**config.mk**
```make
export PLATFORM = sky130hd
export DESIGN_NAME = cmp_pipe
export DESIGN_NICKNAME = d
export VERILOG_FILES = /design/src/rtl/cmp_pkg.sv /design/src/rtl/cmp4.sv /design/src/rtl/cmp_reduce_tree.sv /design/src/rtl/cmp_pipe.sv
export SDC_FILE = /design/constraint.sdc
export NUM_CORES = 1
export LEC_CHECK = 0
export CORE_MARGIN = 10
export CORE_UTILIZATION = 49
export CTS_CLUSTER_SIZE = 30
export DETAILED_ROUTE_END_ITERATION = 12
export HOLD_SLACK_MARGIN = 0.08
export PLACE_DENSITY = 0.86
export SYNTH_ARGS = -nofsm -noshare
export SYNTH_HDL_FRONTEND = slang
export SYNTH_SLANG_ARGS = --single-unit
```
**constraint.sdc**
```tcl
create_clock -name clk -period 2.8 [get_ports clk]
set_input_delay 0.28 -clock clk [delete_from_list [all_inputs] [get_ports clk]]
set_output_delay 0.28 -clock clk [all_outputs]
set_load 0.02 [all_outputs]
```
**src/rtl/cmp_pkg.sv**
```systemverilog
// Shared types for the pipelined branch comparator: branch funct3 encoding,
// the per-group {eq, la, sm} flag triple and its MSB-first merge rule.
package cmp_pkg;

    localparam int GROUP_W = 4;

    typedef enum logic [2:0] {
        BEQ  = 3'b000,
        BNE  = 3'b001,
        BLT  = 3'b100,
        BGE  = 3'b101,
        BLTU = 3'b110,
        BGEU = 3'b111
    } br_op_e;

    typedef struct packed {
        logic eq;
        logic la;
        logic sm;
    } flag_t;

    // Neutral element of the merge: an "equal" group never changes the outcome.
    localparam flag_t FLAG_PAD = '{eq: 1'b1, la: 1'b0, sm: 1'b0};

    function automatic flag_t flag_merge(input flag_t hi, input flag_t lo);
        flag_t r;
        r.eq = hi.eq & lo.eq;
        r.la = hi.la | (hi.eq & lo.la);
        r.sm = hi.sm | (hi.eq & lo.sm);
        return r;
    endfunction

endpackage

```
**src/rtl/cmp4.sv**
```systemverilog
// 4-bit unsigned magnitude comparator producing one {eq, la, sm} flag triple.
module cmp4
    import cmp_pkg::*;
(
    input  logic [GROUP_W-1:0] a,
    input  logic [GROUP_W-1:0] b,
    output flag_t              flags
);

    assign flags = {(a == b), (a > b), (a < b)};

endmodule

```
**src/rtl/cmp_reduce_tree.sv**
```systemverilog
// Combinational MSB-first reduction of N_GROUPS flag triples into one triple.
// Group 0 is the least significant; missing groups are padded at the low end.
module cmp_reduce_tree
    import cmp_pkg::*;
#(
    parameter int N_GROUPS = 8
) (
    input  flag_t groups [N_GROUPS],
    output flag_t result
);

    localparam int LEVELS = (N_GROUPS > 1) ? $clog2(N_GROUPS) : 1;
    localparam int P      = 1 << LEVELS;
    localparam int PAD    = P - N_GROUPS;

    always_comb begin
        flag_t work [P];
        for (int i = 0; i < PAD; i++) begin
            work[i] = FLAG_PAD;
        end
        for (int i = 0; i < N_GROUPS; i++) begin
            work[i + PAD] = groups[i];
        end
        // In-place pairwise merge: slot i takes pair (2i+1 as high, 2i as low).
        for (int w = P / 2; w >= 1; w = w / 2) begin
            for (int i = 0; i < w; i++) begin
                work[i] = flag_merge(work[2 * i + 1], work[2 * i]);
            end
        end
        result = work[0];
    end

endmodule

```
**src/rtl/cmp_pipe.sv**
```systemverilog
// Two-stage pipelined magnitude comparator with RV32I branch decode and flush.
// S1 registers per-group flags; S2 reduces them, applies signedness and decodes taken.
module cmp_pipe
    import cmp_pkg::*;
#(
    parameter int WIDTH = 32,
    parameter int TAG_W = 5
) (
    input  logic             clk,
    input  logic             rst,
    input  logic             flush,
    input  logic             in_valid,
    output logic             in_ready,
    input  logic [WIDTH-1:0] a,
    input  logic [WIDTH-1:0] b,
    input  logic [2:0]       op,
    input  logic [TAG_W-1:0] in_tag,
    output logic             out_valid,
    input  logic             out_ready,
    output logic             out_equal,
    output logic             out_larger,
    output logic             out_smaller,
    output logic             out_taken,
    output logic             out_illegal,
    output logic [TAG_W-1:0] out_tag
);

    localparam int N_GROUPS = WIDTH / GROUP_W;

    flag_t grp_flags [N_GROUPS];

    for (genvar g = 0; g < N_GROUPS; g++) begin : gen_grp
        cmp4 u_cmp4 (
            .a     (a[g*GROUP_W +: GROUP_W]),
            .b     (b[g*GROUP_W +: GROUP_W]),
            .flags (grp_flags[g])
        );
    end

    logic             s1_valid;
    flag_t            s1_flags [N_GROUPS];
    logic             s1_a_msb;
    logic             s1_b_msb;
    logic [2:0]       s1_op;
    logic [TAG_W-1:0] s1_tag;
    logic             s2_adv;

    // A beat moves across a boundary on the edge where valid & ready are both high.
    // Ready never looks at the upstream valid; the output stage frees up when it
    // is empty or being consumed, and S1 frees up when empty or draining into S2.
    assign s2_adv   = ~out_valid | out_ready;
    assign in_ready = ~rst & (~s1_valid | s2_adv);

    always_ff @(posedge clk) begin
        if (rst) begin
            s1_valid <= 1'b0;
        end else if (flush) begin
            s1_valid <= 1'b0;
        end else if (in_ready) begin
            s1_valid <= in_valid;
        end
    end

    always_ff @(posedge clk) begin
        if (in_valid && in_ready) begin
            s1_flags <= grp_flags;
            s1_a_msb <= a[WIDTH-1];
            s1_b_msb <= b[WIDTH-1];
            s1_op    <= op;
            s1_tag   <= in_tag;
        end
    end

    flag_t tree_flags;
    flag_t res_flags;
    logic  signed_op;
    logic  res_taken;
    logic  res_illegal;

    cmp_reduce_tree #(.N_GROUPS(N_GROUPS)) u_tree (
        .groups (s1_flags),
        .result (tree_flags)
    );

    always_comb begin
        res_flags   = tree_flags;
        res_taken   = 1'b0;
        signed_op   = ~(s1_op[2] & s1_op[1]);
        res_illegal = (s1_op[2:1] == 2'b01);
        // Differing signs decide a signed compare on their own.
        if (signed_op && (s1_a_msb != s1_b_msb)) begin
            res_flags.eq = 1'b0;
            res_flags.la = ~s1_a_msb;
            res_flags.sm = s1_a_msb;
        end
        case (s1_op)
            BEQ:       res_taken = res_flags.eq;
            BNE:       res_taken = ~res_flags.eq;
            BLT, BLTU: res_taken = res_flags.sm;
            BGE, BGEU: res_taken = ~res_flags.sm;
            default:   res_taken = 1'b0;
        endcase
    end

    always_ff @(posedge clk) begin
        if (rst) begin
            out_valid   <= 1'b0;
            out_equal   <= 1'b0;
            out_larger  <= 1'b0;
            out_smaller <= 1'b0;
            out_taken   <= 1'b0;
            out_illegal <= 1'b0;
            out_tag     <= '0;
        end else if (flush) begin
            out_valid <= 1'b0;
        end else if (s2_adv) begin
            out_valid <= s1_valid;
            if (s1_valid) begin
                out_equal   <= res_flags.eq;
                out_larger  <= res_flags.la;
                out_smaller <= res_flags.sm;
                out_taken   <= res_taken;
                out_illegal <= res_illegal;
                out_tag     <= s1_tag;
            end
        end
    end

endmodule

```
==> impl_metrics.env, run 1 <==
export IMPL_finalNetCount=440
export IMPL_fmaxAchievable_mhz=521
export IMPL_post_route_period_util=0.686
export IMPL_ctsHtreeMaxLevel=2
export IMPL_finalMaxSlewViolations=0
export IMPL_hold_class="register to register"
export IMPL_run_status="finished clean"
export IMPL_count_of_port_buffers_added_during_placement=88
export IMPL_final_tns_setup_ps=0
export IMPL_worst_max_slew_margin_expressed_relative_to_the_limit=0.622
export IMPL_violation_count_after_the_first_detailed_routing_iteration=74
export IMPL_synth_distinct_cells=36
export IMPL_hold_viol_final=0
export IMPL_ir_drop_uv=259
export IMPL_required_ps=2520
export IMPL_power_share_switching=0.224
export IMPL_grt_max_degree=35
export IMPL_critPathMostFrequentCell="clkdlybuf4s50_1"
export IMPL_syn_cell_area_mm2=0.00253
export IMPL_finalClockSkew_ps=7.22
export IMPL_worst_slew_pin_transition_ps=565
export IMPL_gr_usage_all_layers=0.131
export IMPL_post_cts_resize_count=0
export IMPL_routedWlPerCell_um=13.8
export IMPL_startpoint_type="input pin"
export IMPL_p_switching_uw=352
export IMPL_synth_area_top_cells="edfxtp_1 (40%), ha_1 (16%), dfxtp_1 (9.5%)"
export IMPL_max_cap_violations=0
export IMPL_grtUsageMet2=0.235
export IMPL_yosys_register_bits=46
export IMPL_top_cell_type_s_share_of_synthesized_area=0.403
export IMPL_layout_filler_cells=382
export IMPL_layout_cells_most_common_list="clkdlybuf4s50_1 (88), edfxtp_1 (34), inv_1 (33)"
export IMPL_routed_via_density=4.91
export IMPL_synth_yosys_seq_area_share=0.498
export IMPL_r2r_setup_slk_ps=1100
export IMPL_io_pin_count=89
export IMPL_worstPathMaxFanout=13
export IMPL_synth_warnings=0
export IMPL_cpPeakStageDelay_ps=630
export IMPL_grt_busiest_layer="met2"
export IMPL_cts_hold_buffers=0
export IMPL_dpl_hpwl_um=4700
export IMPL_final_antenna_net_count=0
export IMPL_place_detailed_instances=394
export IMPL_netlist_instances=236
export IMPL_avgSynthCellArea_um2=10.7
export IMPL_syn_num_nets=345
export IMPL_ctsLongestPathBuffers=2
export IMPL_initial_utilization=0.502
export IMPL_post_cts_buffers=0
export IMPL_p_seq_frac=0.510
export IMPL_finish_cell_count_without_fillers=402
export IMPL_fp_coreArea_mm2=0.00504
export IMPL_critical_path_slowest_cell="clkdlybuf4s50_1"
export IMPL_unrepaired_setup_endpoints_after_global_routing="no"
export IMPL_grt_first_pass_wirelength_um=9240
export IMPL_leakage_uw=0.00147
export IMPL_antenna_cells=0
export IMPL_tritoncts="done"
export IMPL_core_rowCount=26
export IMPL_clock_sinks=46
export IMPL_total_wire_length_after_detailed_routing_um=5540
export IMPL_worstSetupPathType="input pin to output port"
export IMPL_combinationalPowerShare=0.188
export IMPL_critical_path_cell_chain="clkdlybuf4s50_1 -> buf_4 -> a21oi_1 -> clkdlybuf4s50_1"
export IMPL_worstSetupEndpointType="output port"
export IMPL_yosysTopAreaCell="edfxtp_1"
export IMPL_grt_met3_usage=0.0546
export IMPL_die_height_um=91.9
export IMPL_first_global_vias=2146
export IMPL_final_common_cell="clkdlybuf4s50_1"
export IMPL_power_per_cell_area_mw_per_mm2=435
export IMPL_use_met1=0.135
export IMPL_layout_area_overhead_vs_synth_pct=42.9
export IMPL_dieWidth_um=91.9
export IMPL_floorplan_die_area_mm2=0.00844
export IMPL_global_route_overflow_total=0
export IMPL_grt_antenna_before_repair=0
export IMPL_cell_internal_pwr_uw=1220
export IMPL_detailedRoute_firstPassIterationCount=4
export IMPL_clock_tree_root_cell="clkbuf_8"
export IMPL_clk_insertion_delay_late_ps=300
export IMPL_cts_reportedPaths_clkPinSlew_ps=80
export IMPL_cts_inserted_buffers=5
export IMPL_cp_data_arrival_time_ps=1640
export IMPL_period_needed_ps=1920
export IMPL_drt_drc_violations_left=0
export IMPL_drive_gt1_frac=0.0452
export IMPL_finalSetupViolCount=0
export IMPL_relative_contribution_of_the_clock_network_to_total_power=0.301
export IMPL_gp_routability_congestion=0.792
export IMPL_vias=1972
## cell families after synthesis
kind of cell | synth area share
AOI/OAI and AO/OA | 0.127
xor gates and xnor gates | 0.00692
adders and majority gates | 0.158
buffers and inverters | 0.0524
DFF | 0.498
and+or+nand+nor | 0.157
## power groups by stage
stage                     logic (uW)  clock network (uW)  registers, uW
final                            297                 474            803
after global routing             336                 516            808
after CTS                        301                 491            803
after detailed placement         299                   0            818
after global placement           285                   0            817
after floorplan                  137                   0            817
## cell type report
| cell class | count | area (um^2) | share of cell area |
|---|---|---|---|
| clock buffers | 6 | 72.6 | 0.0201 |
| repair buffers | 90 | 896 | 0.248 |
| clock inverters | 2 | 37.5 | 0.0104 |
| multi-input cells | 155 | 1140 | 0.315 |
| flip-flops and latches | 46 | 1260 | 0.349 |
| well taps | 70 | 87.6 | 0.0242 |
| inverters | 33 | 124 | 0.0343 |
## final timing paths
kind	from	to	cells past startpoint
max	rst	in_ready	4
min	out_tag[0]$_SDFFE_PP0P_	out_tag[0]$_SDFFE_PP0P_	2
max reg2reg	s1_a_msb$_DFFE_PP_	out_taken$_SDFFE_PP0P_	5
min reg2reg	out_tag[0]$_SDFFE_PP0P_	out_tag[0]$_SDFFE_PP0P_	2
## synthesized netlist by cell type, drive strengths merged
cell     count
nor3b        1
nor2b       11
nand2       21
nor3         2
buf          1
a311oi       1
xor2         2
or3          1
nor2        11
o21ai       14
and4         8
or3b         2
a211o        1
a32o         1
nand4        1
a21oi       25
inv         33
and2         2
nand2b       9
o211ai       1
o22ai        1
a21o         1
ha          32
or2b         1
a2111oi      2
edfxtp      34
a211oi       2
a31oi        1
a221oi       1
clkbuf       1
dfxtp       12
## registers in the layout, indices dropped and copies added, names as in the netlist
| name | flops |
|---|---|
| s1_op | 3 |
| out_tag | 5 |
| out_smaller | 1 |
| s1_tag | 5 |
| out_equal | 1 |
| s1_valid | 1 |
| s1_flags | 24 |
| out_illegal | 1 |
| out_larger | 1 |
| s1_b_msb | 1 |
| out_taken | 1 |
| s1_a_msb | 1 |
| out_valid | 1 |
## worst max-delay path, delay by kind of cell
family	cells	cell delay [ps]
buffers and inverters	3	1210
AO/OA/AOI/OAI	1	150
## routing by layer
metal	up-vias	part of all wire
met5	-	0
met2	55	0.52
met1	887	0.39
li1	1025	-
met3	5	0.076
met4	0	0.014
## stage by stage
step / power (uW) / area, um^2 / utilization / hold slack, ps / setup WS, ps
after detailed placement: 1120 / 3510 / 0.695 / 450 / 720
after global routing: 1660 / 3620 / 0.717 / 483 / 835
after floorplan: 954 / 2530 / - / 352 / 561
after global placement: 1100 / 3510 / 0.695 / 437 / 750
final: 1570 / 3620 / 0.717 / 459 / 879
after CTS: 1600 / 3620 / 0.717 / 462 / 872
(Power assumes the default switching activity.)
==> run 2, diff against run 1 <==
--- a/config.mk
+++ b/config.mk
@@ -6,11 +6,11 @@
 export NUM_CORES = 1
 export LEC_CHECK = 0
 export CORE_MARGIN = 10
-export CORE_UTILIZATION = 49
+export CORE_UTILIZATION = 45
 export CTS_CLUSTER_SIZE = 30
 export DETAILED_ROUTE_END_ITERATION = 12
 export HOLD_SLACK_MARGIN = 0.08
-export PLACE_DENSITY = 0.86
+export PLACE_DENSITY = 0.8
 export SYNTH_ARGS = -nofsm -noshare
 export SYNTH_HDL_FRONTEND = slang
 export SYNTH_SLANG_ARGS = --single-unit
==> constraint.sdc (replaced) <==
create_clock -name clk -period 1.9 [get_ports clk]
set_input_delay 0.19 -clock clk [delete_from_list [all_inputs] [get_ports clk]]
set_output_delay 0.19 -clock clk [all_outputs]
set_load 0.02 [all_outputs]
==> run 2 against run 1 <==
First-iteration DRC count shrank 51%. Die area grew 6.9%. Via count shrank 0.35%. Total power grew 38%. Critical path depth is the same. Critical path type unchanged. Largest power group unchanged. Highest routed layer unchanged.
==> impl_metrics.env, run 2 (synthesis gave the netlist of run 1 again) <==
export IMPL_leakage_uw=0.00148
export IMPL_finalClockSkew_ps=7.69
export IMPL_grt_max_degree=35
export IMPL_worstSetupEndpointType="output port"
export IMPL_registers_top_by_ff_count="s1_flags"
export IMPL_ir_drop_uv=289
export IMPL_finish_cell_count_without_fillers=407
export IMPL_dieWidth_um=95
export IMPL_layout_area_overhead_vs_synth_pct=43.5
export IMPL_worstPathMaxFanout=5
export IMPL_tritoncts="done"
export IMPL_cts_hold_buffers=0
export IMPL_cp_data_arrival_time_ps=1560
export IMPL_startpoint_type="input pin"
export IMPL_violation_count_after_the_first_detailed_routing_iteration=36
export IMPL_drt_drc_violations_left=0
export IMPL_global_route_overflow_total=0
export IMPL_clk_insertion_delay_late_ps=290
export IMPL_placement_cell_area_mm2=0.00354
export IMPL_finalSetupViolCount=0
export IMPL_multiInputGateArea_mm2=0.00114
export IMPL_clock_tree_root_cell="clkbuf_8"
export IMPL_finalMaxSlewViolations=0
export IMPL_final_tns_setup_ps=0
export IMPL_gr_usage_all_layers=0.118
export IMPL_post_route_period_util=0.918
export IMPL_first_global_vias=2060
export IMPL_ctsLongestPathBuffers=2
export IMPL_post_layout_total_power_uw=2180
export IMPL_final_hold_slack_ps=447
export IMPL_place_detailed_instances=399
export IMPL_worstSetupPathType="input pin to output port"
export IMPL_largestRegisters="s1_flags: 24 flops, out_tag: 5 flops, s1_tag: 5 flops"
export IMPL_initial_utilization=0.463
export IMPL_layout_filler_cells=493
export IMPL_fp_coreArea_mm2=0.00547
export IMPL_post_cts_resize_count=0
export IMPL_fmaxAchievable_mhz=573
export IMPL_worst_max_slew_margin_expressed_relative_to_the_limit=0.722
export IMPL_gp_routability_congestion=0.777
export IMPL_design_area_mm2=0.00363
export IMPL_final_antenna_net_count=0
export IMPL_hold_viol_final=0
export IMPL_grt_antenna_before_repair=0
export IMPL_post_cts_buffers=0
export IMPL_vias=1965
export IMPL_antenna_cells=0
export IMPL_worst_slew_pin_transition_ps=406
export IMPL_period_needed_ps=1750
export IMPL_hold_class="input pin to register"
export IMPL_final_common_cell="clkdlybuf4s50_1"
export IMPL_finalNetCount=443
export IMPL_core_rowCount=27
export IMPL_cts_inserted_buffers=5
export IMPL_max_cap_violations=0
export IMPL_run_status="finished clean"
export IMPL_grt_first_pass_wirelength_um=8830
export IMPL_clock_sinks=46
export IMPL_cts_reportedPaths_clkPinSlew_ps=80
export IMPL_register_area_mm2=0.00126
export IMPL_power_per_cell_area_mw_per_mm2=599
export IMPL_routedWlPerCell_um=12.9
export IMPL_ctsHtreeMaxLevel=2
export IMPL_drive_gt1_frac=0.0567
export IMPL_die_height_um=95
export IMPL_floorplan_die_area_mm2=0.00903
export IMPL_io_pin_count=89
export IMPL_routed_via_density=4.83
export IMPL_layout_cells_most_common_list="clkdlybuf4s50_1 (88), edfxtp_1 (34), inv_1 (33)"
export IMPL_largest_register_ff_count=24
export IMPL_dpl_hpwl_um=4540
export IMPL_detailedRoute_firstPassIterationCount=3
export IMPL_count_of_port_buffers_added_during_placement=88
export IMPL_total_wire_length_after_detailed_routing_um=5270
export IMPL_unrepaired_setup_endpoints_after_global_routing="no"
export IMPL_required_ps=1710
[run 2: cell count changes in the layout (fill, tap and decap cells not counted)]
cell        change
and2_1          -1
bufinv_16       -1
buf_12          +1
clkinv_2        +1
and2_2          +1
clkinv_4        +1
buf_4           +2
clkinvlp_4      -1
[run 2: area by class of cell]
| class | count | area share |
|---|---|---|
| Clock buffer | 6 | 0.0200 |
| Clock inverter | 2 | 0.00379 |
| Tap cell | 72 | 0.0248 |
| Inverter | 33 | 0.0341 |
| Multi-Input combinational cell | 155 | 0.314 |
| Timing Repair Buffer | 93 | 0.256 |
| Sequential cell | 46 | 0.347 |
[run 2: critical path: stages]
cell             delay, ps
clkdlybuf4s50_1        510
nor2b_4                 60
a21oi_1                170
clkdlybuf4s50_1        630
[run 2: worst paths after layout]
check	startpoint	end	slack, ps	depth (start not counted)
max	out_ready	in_ready	150	4
min	in_tag[0]	s1_tag[0]$_DFFE_PP_	450	1
max reg2reg	s1_a_msb$_DFFE_PP_	out_taken$_SDFFE_PP0P_	180	5
min reg2reg	out_equal$_SDFFE_PP0P_	out_equal$_SDFFE_PP0P_	450	2
[run 2: power breakdown]
part / leakage, uW / internal, uW / switching (uW)
Clock: 0.0000452 / 259 / 295
Combinational: 0.00103 / 260 / 179
Sequential: 0.000407 / 1150 / 29.2
[run 2: through the flow]
stage	utilization	setup slack [ps]
after floorplan	-	0.105
after CTS	0.663	132
final	0.663	155
after detailed placement	0.648	32.4
after global placement	0.648	74.7
after global routing	0.663	65.6
[run 2: metal layers]
metal  vias up  share of wire  track usage
li1       1031              -            -
met1       869           0.41        0.130
met2        57           0.50        0.206
met3         8          0.083       0.0484
met4         0          0.014       0.0324
met5         -              0            0
